## src/rtl/pipe_hazard_unit_pkg.sv

```systemverilog
// Shared encodings for the pipeline hazard/forwarding controller.
package pipe_hazard_unit_pkg;

    typedef enum logic [1:0] {
        FWD_RF    = 2'b00,
        FWD_EXMEM = 2'b01,
        FWD_MEMWB = 2'b10
    } fwd_sel_t;

    typedef enum logic [1:0] {
        MD_IDLE  = 2'b00,
        MD_BUSY  = 2'b01,
        MD_DRAIN = 2'b10
    } md_state_t;

    localparam logic [15:0] NOP_INSTR = 16'h0000;

endpackage

```

## src/rtl/pipe_hazard_unit_muldiv_stall_timer.sv

```systemverilog
// Multi-cycle mul/div EX stall sequencer: stalls the front end while a
// mul/div occupies EX, then releases for the draining cycle.
module muldiv_stall_timer
    import pipe_hazard_unit_pkg::*;
#(
    parameter int unsigned MULDIV_LAT = 4
) (
    input  logic clk,
    input  logic rst,
    input  logic ex_muldiv,
    output logic stall
);

    localparam int unsigned CW       = (MULDIV_LAT > 2) ? $clog2(MULDIV_LAT) : 1;
    // The IDLE detect cycle plus BUSY_CYC busy cycles give MULDIV_LAT-1 stalls.
    localparam int unsigned BUSY_CYC = (MULDIV_LAT > 2) ? MULDIV_LAT - 2 : 0;
    localparam logic [CW-1:0] CNT_LOAD = CW'((BUSY_CYC > 0) ? BUSY_CYC - 1 : 0);

    md_state_t     state;
    logic [CW-1:0] cnt;
    logic          busy_q;
    logic          start;

    assign start = (state == MD_IDLE) && ex_muldiv && (MULDIV_LAT > 1);
    assign stall = rst && (busy_q || start);

    always_ff @(posedge clk) begin
        if (!rst) begin
            state  <= MD_IDLE;
            cnt    <= '0;
            busy_q <= 1'b0;
        end else begin
            case (state)
                MD_IDLE: begin
                    if (start) begin
                        if (BUSY_CYC == 0) begin
                            state  <= MD_DRAIN;
                            busy_q <= 1'b0;
                        end else begin
                            state  <= MD_BUSY;
                            cnt    <= CNT_LOAD;
                            busy_q <= 1'b1;
                        end
                    end
                end
                MD_BUSY: begin
                    if (cnt == '0) begin
                        state  <= MD_DRAIN;
                        busy_q <= 1'b0;
                    end else begin
                        cnt <= cnt - 1'b1;
                    end
                end
                MD_DRAIN: begin
                    state  <= MD_IDLE;
                    busy_q <= 1'b0;
                end
                default: begin
                    state  <= MD_IDLE;
                    busy_q <= 1'b0;
                end
            endcase
        end
    end

endmodule

```

## src/rtl/pipe_hazard_unit.sv

```systemverilog
// Hazard/forwarding controller for the 16-bit 5-stage pipeline: forwarding,
// load-use stall, branch/jump flush, mul/div stall and perf counters.
module pipe_hazard_unit
    import pipe_hazard_unit_pkg::*;
#(
    parameter int unsigned REG_ADDR_W = 4,
    parameter int unsigned ZERO_REG   = 1,
    parameter int unsigned MULDIV_LAT = 4,
    parameter int unsigned CNT_W      = 16
) (
    input  logic                  clk,
    input  logic                  rst,
    input  logic [REG_ADDR_W-1:0] id_rs,
    input  logic [REG_ADDR_W-1:0] id_rt,
    input  logic                  id_uses_rs,
    input  logic                  id_uses_rt,
    input  logic                  id_jump,
    input  logic [REG_ADDR_W-1:0] ex_rs,
    input  logic [REG_ADDR_W-1:0] ex_rt,
    input  logic [REG_ADDR_W-1:0] ex_rd,
    input  logic                  ex_regwrite,
    input  logic                  ex_memread,
    input  logic                  ex_muldiv,
    input  logic                  ex_branch_taken,
    input  logic [REG_ADDR_W-1:0] mem_rd,
    input  logic                  mem_regwrite,
    input  logic [REG_ADDR_W-1:0] wb_rd,
    input  logic                  wb_regwrite,
    output logic                  pc_write,
    output logic                  ifid_write,
    output logic                  ifid_flush,
    output logic                  idex_bubble,
    output logic                  idex_hold,
    output logic                  exmem_bubble,
    output logic [1:0]            fwd_a,
    output logic [1:0]            fwd_b,
    output logic [CNT_W-1:0]      stall_cnt,
    output logic [CNT_W-1:0]      flush_cnt
);

    function automatic logic match(input logic [REG_ADDR_W-1:0] r,
                                   input logic [REG_ADDR_W-1:0] d,
                                   input logic                  we);
        return we && (r == d) && !((ZERO_REG != 0) && (d == '0));
    endfunction

    logic     md_stall;
    logic     load_use;
    fwd_sel_t sel_a;
    fwd_sel_t sel_b;

    muldiv_stall_timer #(
        .MULDIV_LAT(MULDIV_LAT)
    ) u_timer (
        .clk      (clk),
        .rst      (rst),
        .ex_muldiv(ex_muldiv),
        .stall    (md_stall)
    );

    assign load_use = ex_memread &&
                      ((id_uses_rs && match(id_rs, ex_rd, ex_regwrite)) ||
                       (id_uses_rt && match(id_rt, ex_rd, ex_regwrite)));

    always_comb begin
        sel_a = FWD_RF;
        if (match(ex_rs, mem_rd, mem_regwrite))
            sel_a = FWD_EXMEM;
        else if (match(ex_rs, wb_rd, wb_regwrite))
            sel_a = FWD_MEMWB;
    end

    always_comb begin
        sel_b = FWD_RF;
        if (match(ex_rt, mem_rd, mem_regwrite))
            sel_b = FWD_EXMEM;
        else if (match(ex_rt, wb_rd, wb_regwrite))
            sel_b = FWD_MEMWB;
    end

    always_comb begin
        pc_write     = 1'b1;
        ifid_write   = 1'b1;
        ifid_flush   = 1'b0;
        idex_bubble  = 1'b0;
        idex_hold    = 1'b0;
        exmem_bubble = 1'b0;
        fwd_a        = FWD_RF;
        fwd_b        = FWD_RF;
        if (rst) begin
            fwd_a = sel_a;
            fwd_b = sel_b;
            if (md_stall) begin
                pc_write     = 1'b0;
                ifid_write   = 1'b0;
                idex_hold    = 1'b1;
                exmem_bubble = 1'b1;
            end else if (ex_branch_taken) begin
                // A taken branch squashes the dependent instruction, so no load-use stall.
                ifid_flush  = 1'b1;
                idex_bubble = 1'b1;
            end else if (load_use) begin
                pc_write    = 1'b0;
                ifid_write  = 1'b0;
                idex_bubble = 1'b1;
            end else if (id_jump) begin
                ifid_flush = 1'b1;
            end
        end
    end

    always_ff @(posedge clk) begin
        if (!rst) begin
            stall_cnt <= '0;
            flush_cnt <= '0;
        end else begin
            if (!pc_write && (stall_cnt != '1))
                stall_cnt <= stall_cnt + 1'b1;
            if (ifid_flush && (flush_cnt != '1))
                flush_cnt <= flush_cnt + 1'b1;
        end
    end

endmodule

```

## config.mk

```make
export PLATFORM = sky130hd
export DESIGN_NAME = pipe_hazard_unit
export DESIGN_NICKNAME = d
export VERILOG_FILES = /design/src/rtl/pipe_hazard_unit_pkg.sv /design/src/rtl/pipe_hazard_unit_muldiv_stall_timer.sv /design/src/rtl/pipe_hazard_unit.sv
export SDC_FILE = /design/constraint.sdc
export NUM_CORES = 1
export LEC_CHECK = 0
export BUFFER_PORTS_ARGS = -buffer_cell sky130_fd_sc_hd__buf_2
export CORE_UTILIZATION = 55
export CTS_CLUSTER_SIZE = 24
export DETAILED_ROUTE_END_ITERATION = 10
export HOLD_SLACK_MARGIN = 0.15
export PLACE_DENSITY = 0.94
export SYNTH_ARGS = -nofsm -noshare
export SYNTH_HDL_FRONTEND = slang
export SYNTH_HIERARCHICAL = 1
export SYNTH_SLANG_ARGS = --single-unit
export TNS_END_PERCENT = 10
```

## constraint.sdc

```tcl
create_clock -name clk -period 3.6 [get_ports clk]
set_input_delay 0.18 -clock clk [delete_from_list [all_inputs] [get_ports clk]]
set_output_delay 0.18 -clock clk [all_outputs]
set_load 0.05 [all_outputs]
```

==> flow_summary_export.csv <==
group,metric,value,unit
setup_path,r2r-end,"flush_cnt[13]",
power,leakagePower,1.23,nW
worst_hold_path,min_to,"u_timer/state[0]",
worst_hold_path,hold_start,"ex_muldiv",
worst_hold_path,whs_path_depth,3,
route,drc,0,
placement,place_area,2900,µm²
final_layout,seq_area,741,µm²
route,viasPerCell,5.98,
final_layout,drive_gt1_share,28.6,%
route,wl,6190,µm
global_route,first_global_vias,2286,
clock_tree,cts_resized,0,
outcome,outcome,"finished clean",
sta,period_share,64.9,%
sta,fmax,428,MHz
final_layout,finish.instance_area,3000,µm²
clock_tree,clock_path_buffers,2,
power,ir_drop,263,µV
yosys,syn_nets,335,
setup_path,cp_data_arrival_time,2.56,ns
global_route,grt_max_degree,38,
final_layout,multi_input_area,1630,µm²
placement,place_ws,1.24,ns
route,vias,2531,
global_route,grt-ovfl-total,0,
final_layout,area_delta_synth_final,19.9,%
clock_tree,cts_max_level,2,
floorplan,rows,24,
yosys,synthArstFlopShare,0,%
final_layout,fillCellCount,324,
final_layout,diodes,0,
setup_path,critPathRequiredTime,3.82,ns
setup_path,path_cells,"nor3b_1 -> o21a_1 -> inv_1 -> nand2_1 -> a31oi_4 -> o211ai_4 -> or4_1 -> a21oi_1",
setup_path,ff2ff_path_depth,8,
worst_hold_path,hp-class,"in -> reg",
route,first_pass_iters,4,
floorplan,die_h,69.5,µm
sta,finClkSkew,0.00776,ns
clock_tree,root_buffer,"clkbuf_8",
clock_tree,cts-buffers-inserted,5,
yosys,synthDistinctLibCells,57,
global_route,grt_pass1_wl,10500,µm
setup_path,r2r-start,"u_timer/state[0]",
floorplan,core-area,4350,µm²
floorplan,start_util,57.5,%
global_route,antenna_found_initial,0,
clock_tree,cts.sinks,37,
setup_path,slowest_stage,"or4_1",
setup_path,critPathCaptureType,"flip-flop",
power,powerDensity,321,nW/µm²
yosys,synth_seq_cells,37,
floorplan,die_w,69.5,µm
clock_tree,cts_tree,"yes",
run,cap_violations,0,
setup_path,criticalPathCategory,"reg -> reg",
yosys,synth_edf_count,0,
global_route,grt_use_total,26.5,%
sta,rsz0062_at_grt,"no",
placement,dp_hpwl,4690,µm
setup_path,crit_family,"compound AO/OA/AOI/OAI gates",
clock_tree,clock_latency,0.30,ns
route,wl_per_cell,14.6,µm
sta,relSlewSlack,55.6,%
route,ant_nets,0,
sta,final-hold-violation-count,0,
route,drtIter0Drc,198,
sta,fin_setup_tns,0,ns
final_layout,fin_nets,412,
sta,maxSlewViolCount,0,
yosys,synthCells,293,
setup_path,cp-start-kind,"flip-flop",
yosys,ys.flop_type,"dfxtp_1",
yosys,yosysSeqAreaShare,29.6,%
floorplan,dieArea,4830,µm²
final_layout,utilization,68.9,%
placement,gp_routability_congestion,0.899,
sta,worstMarginPinSlew,0.657,ns
floorplan,ios,81,
yosys,syn_area,2500,µm²
setup_path,path_buf_inv,1,
sta,setup_ws,1.26,ns
placement,port_buffers,80,
sta,setup_violations,0,
setup_path,max_stage_delay,0.56,ns
yosys,yosys_warnings,6,
clock_tree,clkTransAtPathRegs,0.07,ns
clock_tree,cts_setup_buffers,0,
sta,min_period,2.34,ns
clock_tree,cts_hold_buffers,0,
setup_path,crit_fanout,28,
yosys,syn_avg_cell_area,8.54,µm²
setup_path,rrSetupSlack,1.26,ns
## worst max-delay path by stage
stage / start / endpoint / slack, ns / depth (start not counted)
after floorplan: u_timer/state[0] / pc_write / 1.13 / 7
after global placement: rst / stall_cnt[8] / 1.33 / 6
after detailed placement: rst / stall_cnt[8] / 1.24 / 6
after CTS: u_timer/state[0] / flush_cnt[13] / 1.26 / 8
after global routing: u_timer/state[0] / flush_cnt[13] / 1.05 / 8
final: u_timer/state[0] / flush_cnt[13] / 1.26 / 8
## flip-flops by register name (all words and copies together) (netlist names)
signal	cells
flush_cnt	16
stall_cnt	16
u_timer/cnt	2
u_timer/state	2
u_timer/busy_q	1
## final cells by class
class                   count  share of cell area (%)
clock inverters             1                   0.167
flip-flops and latches     37                    24.7
well taps                  52                    2.17
multi-input cells         229                    54.3
repair buffers             80                    13.3
inverters                  17                    2.13
clock buffers               7                    3.21
## tightest hold or removal path, stage by stage
cell     delay, ns
buf_2         0.11
mux2i_1       0.08
nor3_1        0.13
## cells in the final DEF (no fill, tap or decap), types with 2 or more instances in the layout
cell,count
mux2i_1,17
nor3_1,7
or4_1,10
nor3b_1,2
nand4_1,14
nor2b_1,2
nor2_1,9
and3_1,7
clkbuf_8,7
o21ai_1,4
or4_4,2
a21oi_1,12
o211ai_1,5
o21a_1,4
nand2b_1,8
xnor2_1,20
and3_2,2
inv_1,17
o31ai_1,11
nand3_1,18
and4_1,4
ha_1,3
dfxtp_1,37
nand2_1,33
buf_2,80
a2111oi_1,2
a211oi_1,6
## through the flow
stage / hold slack [ns] / total power [mW] / std cells
finish: 0.249 / 0.964 / 423
global route: 0.269 / 1.01 / 423
CTS: 0.242 / 0.970 / 423
detailed placement: 0.487 / 0.649 / 415
global placement: 0.472 / 0.640 / 415
floorplan: 0.336 / 0.593 / 293
## where the power goes
| group | leakage [nW] | switching [mW] | internal [mW] |
|---|---|---|---|
| Combinational | 0.871 | 0.133 | 0.0722 |
| Clock | 0.0542 | 0.149 | 0.173 |
| Sequential | 0.300 | 0.0149 | 0.421 |
| Total | 1.23 | 0.297 | 0.666 |
## per-layer routing
metal	routed length (µm)	GRT usage, %	vias to the layer above	share of wire, %
met5	0	0	-	0
met4	145	11.6	0	2.3
met2	3020	43.5	78	49
li1	-	-	1261	-
met3	307	6.40	13	5.0
met1	2720	32.9	1179	44
## logic make-up (layout without fill, tap and decap cells)
family / Yosys count / count (layout) / share of synthesized area, %
AOI/OAI and AO/OA: 60 / 60 / 19.5
DFF: 37 / 37 / 29.6
muxes: 18 / 18 / 7.40
adders and majority gates: 3 / 3 / 1.50
xor gates and xnor gates: 21 / 21 / 7.35
and+or+nand+nor: 127 / 127 / 29.4
buffers and inverters: 27 / 105 / 5.30
## synthesized netlist by cell type (2+ instances only)
cell | number | area [µm²]
and3_2 | 2 | 15.0
nor3_1 | 7 | 35.0
a211oi_1 | 6 | 45.0
xnor2_1 | 20 | 175
or4_4 | 2 | 22.5
nor2b_1 | 2 | 12.5
o211ai_1 | 5 | 37.5
nand3_1 | 18 | 90.1
a21oi_1 | 12 | 60.1
buf_6 | 3 | 33.8
o31ai_1 | 11 | 82.6
dfxtp_1 | 37 | 741
or4_1 | 10 | 75.1
o21ai_1 | 4 | 20.0
a2111oi_1 | 2 | 20.0
nor3b_1 | 2 | 15.0
nand4_1 | 14 | 87.6
mux2i_1 | 17 | 170
buf_4 | 2 | 15.0
nand2_1 | 33 | 124
and3_1 | 7 | 43.8
and4_1 | 4 | 35.0
clkbuf_1 | 3 | 11.3
nor2_1 | 9 | 33.8
ha_1 | 3 | 37.5
nand2b_1 | 8 | 50.1
inv_1 | 17 | 63.8
o21a_1 | 4 | 30.0
No activity file was read; power rests on OpenSTA's default activity.
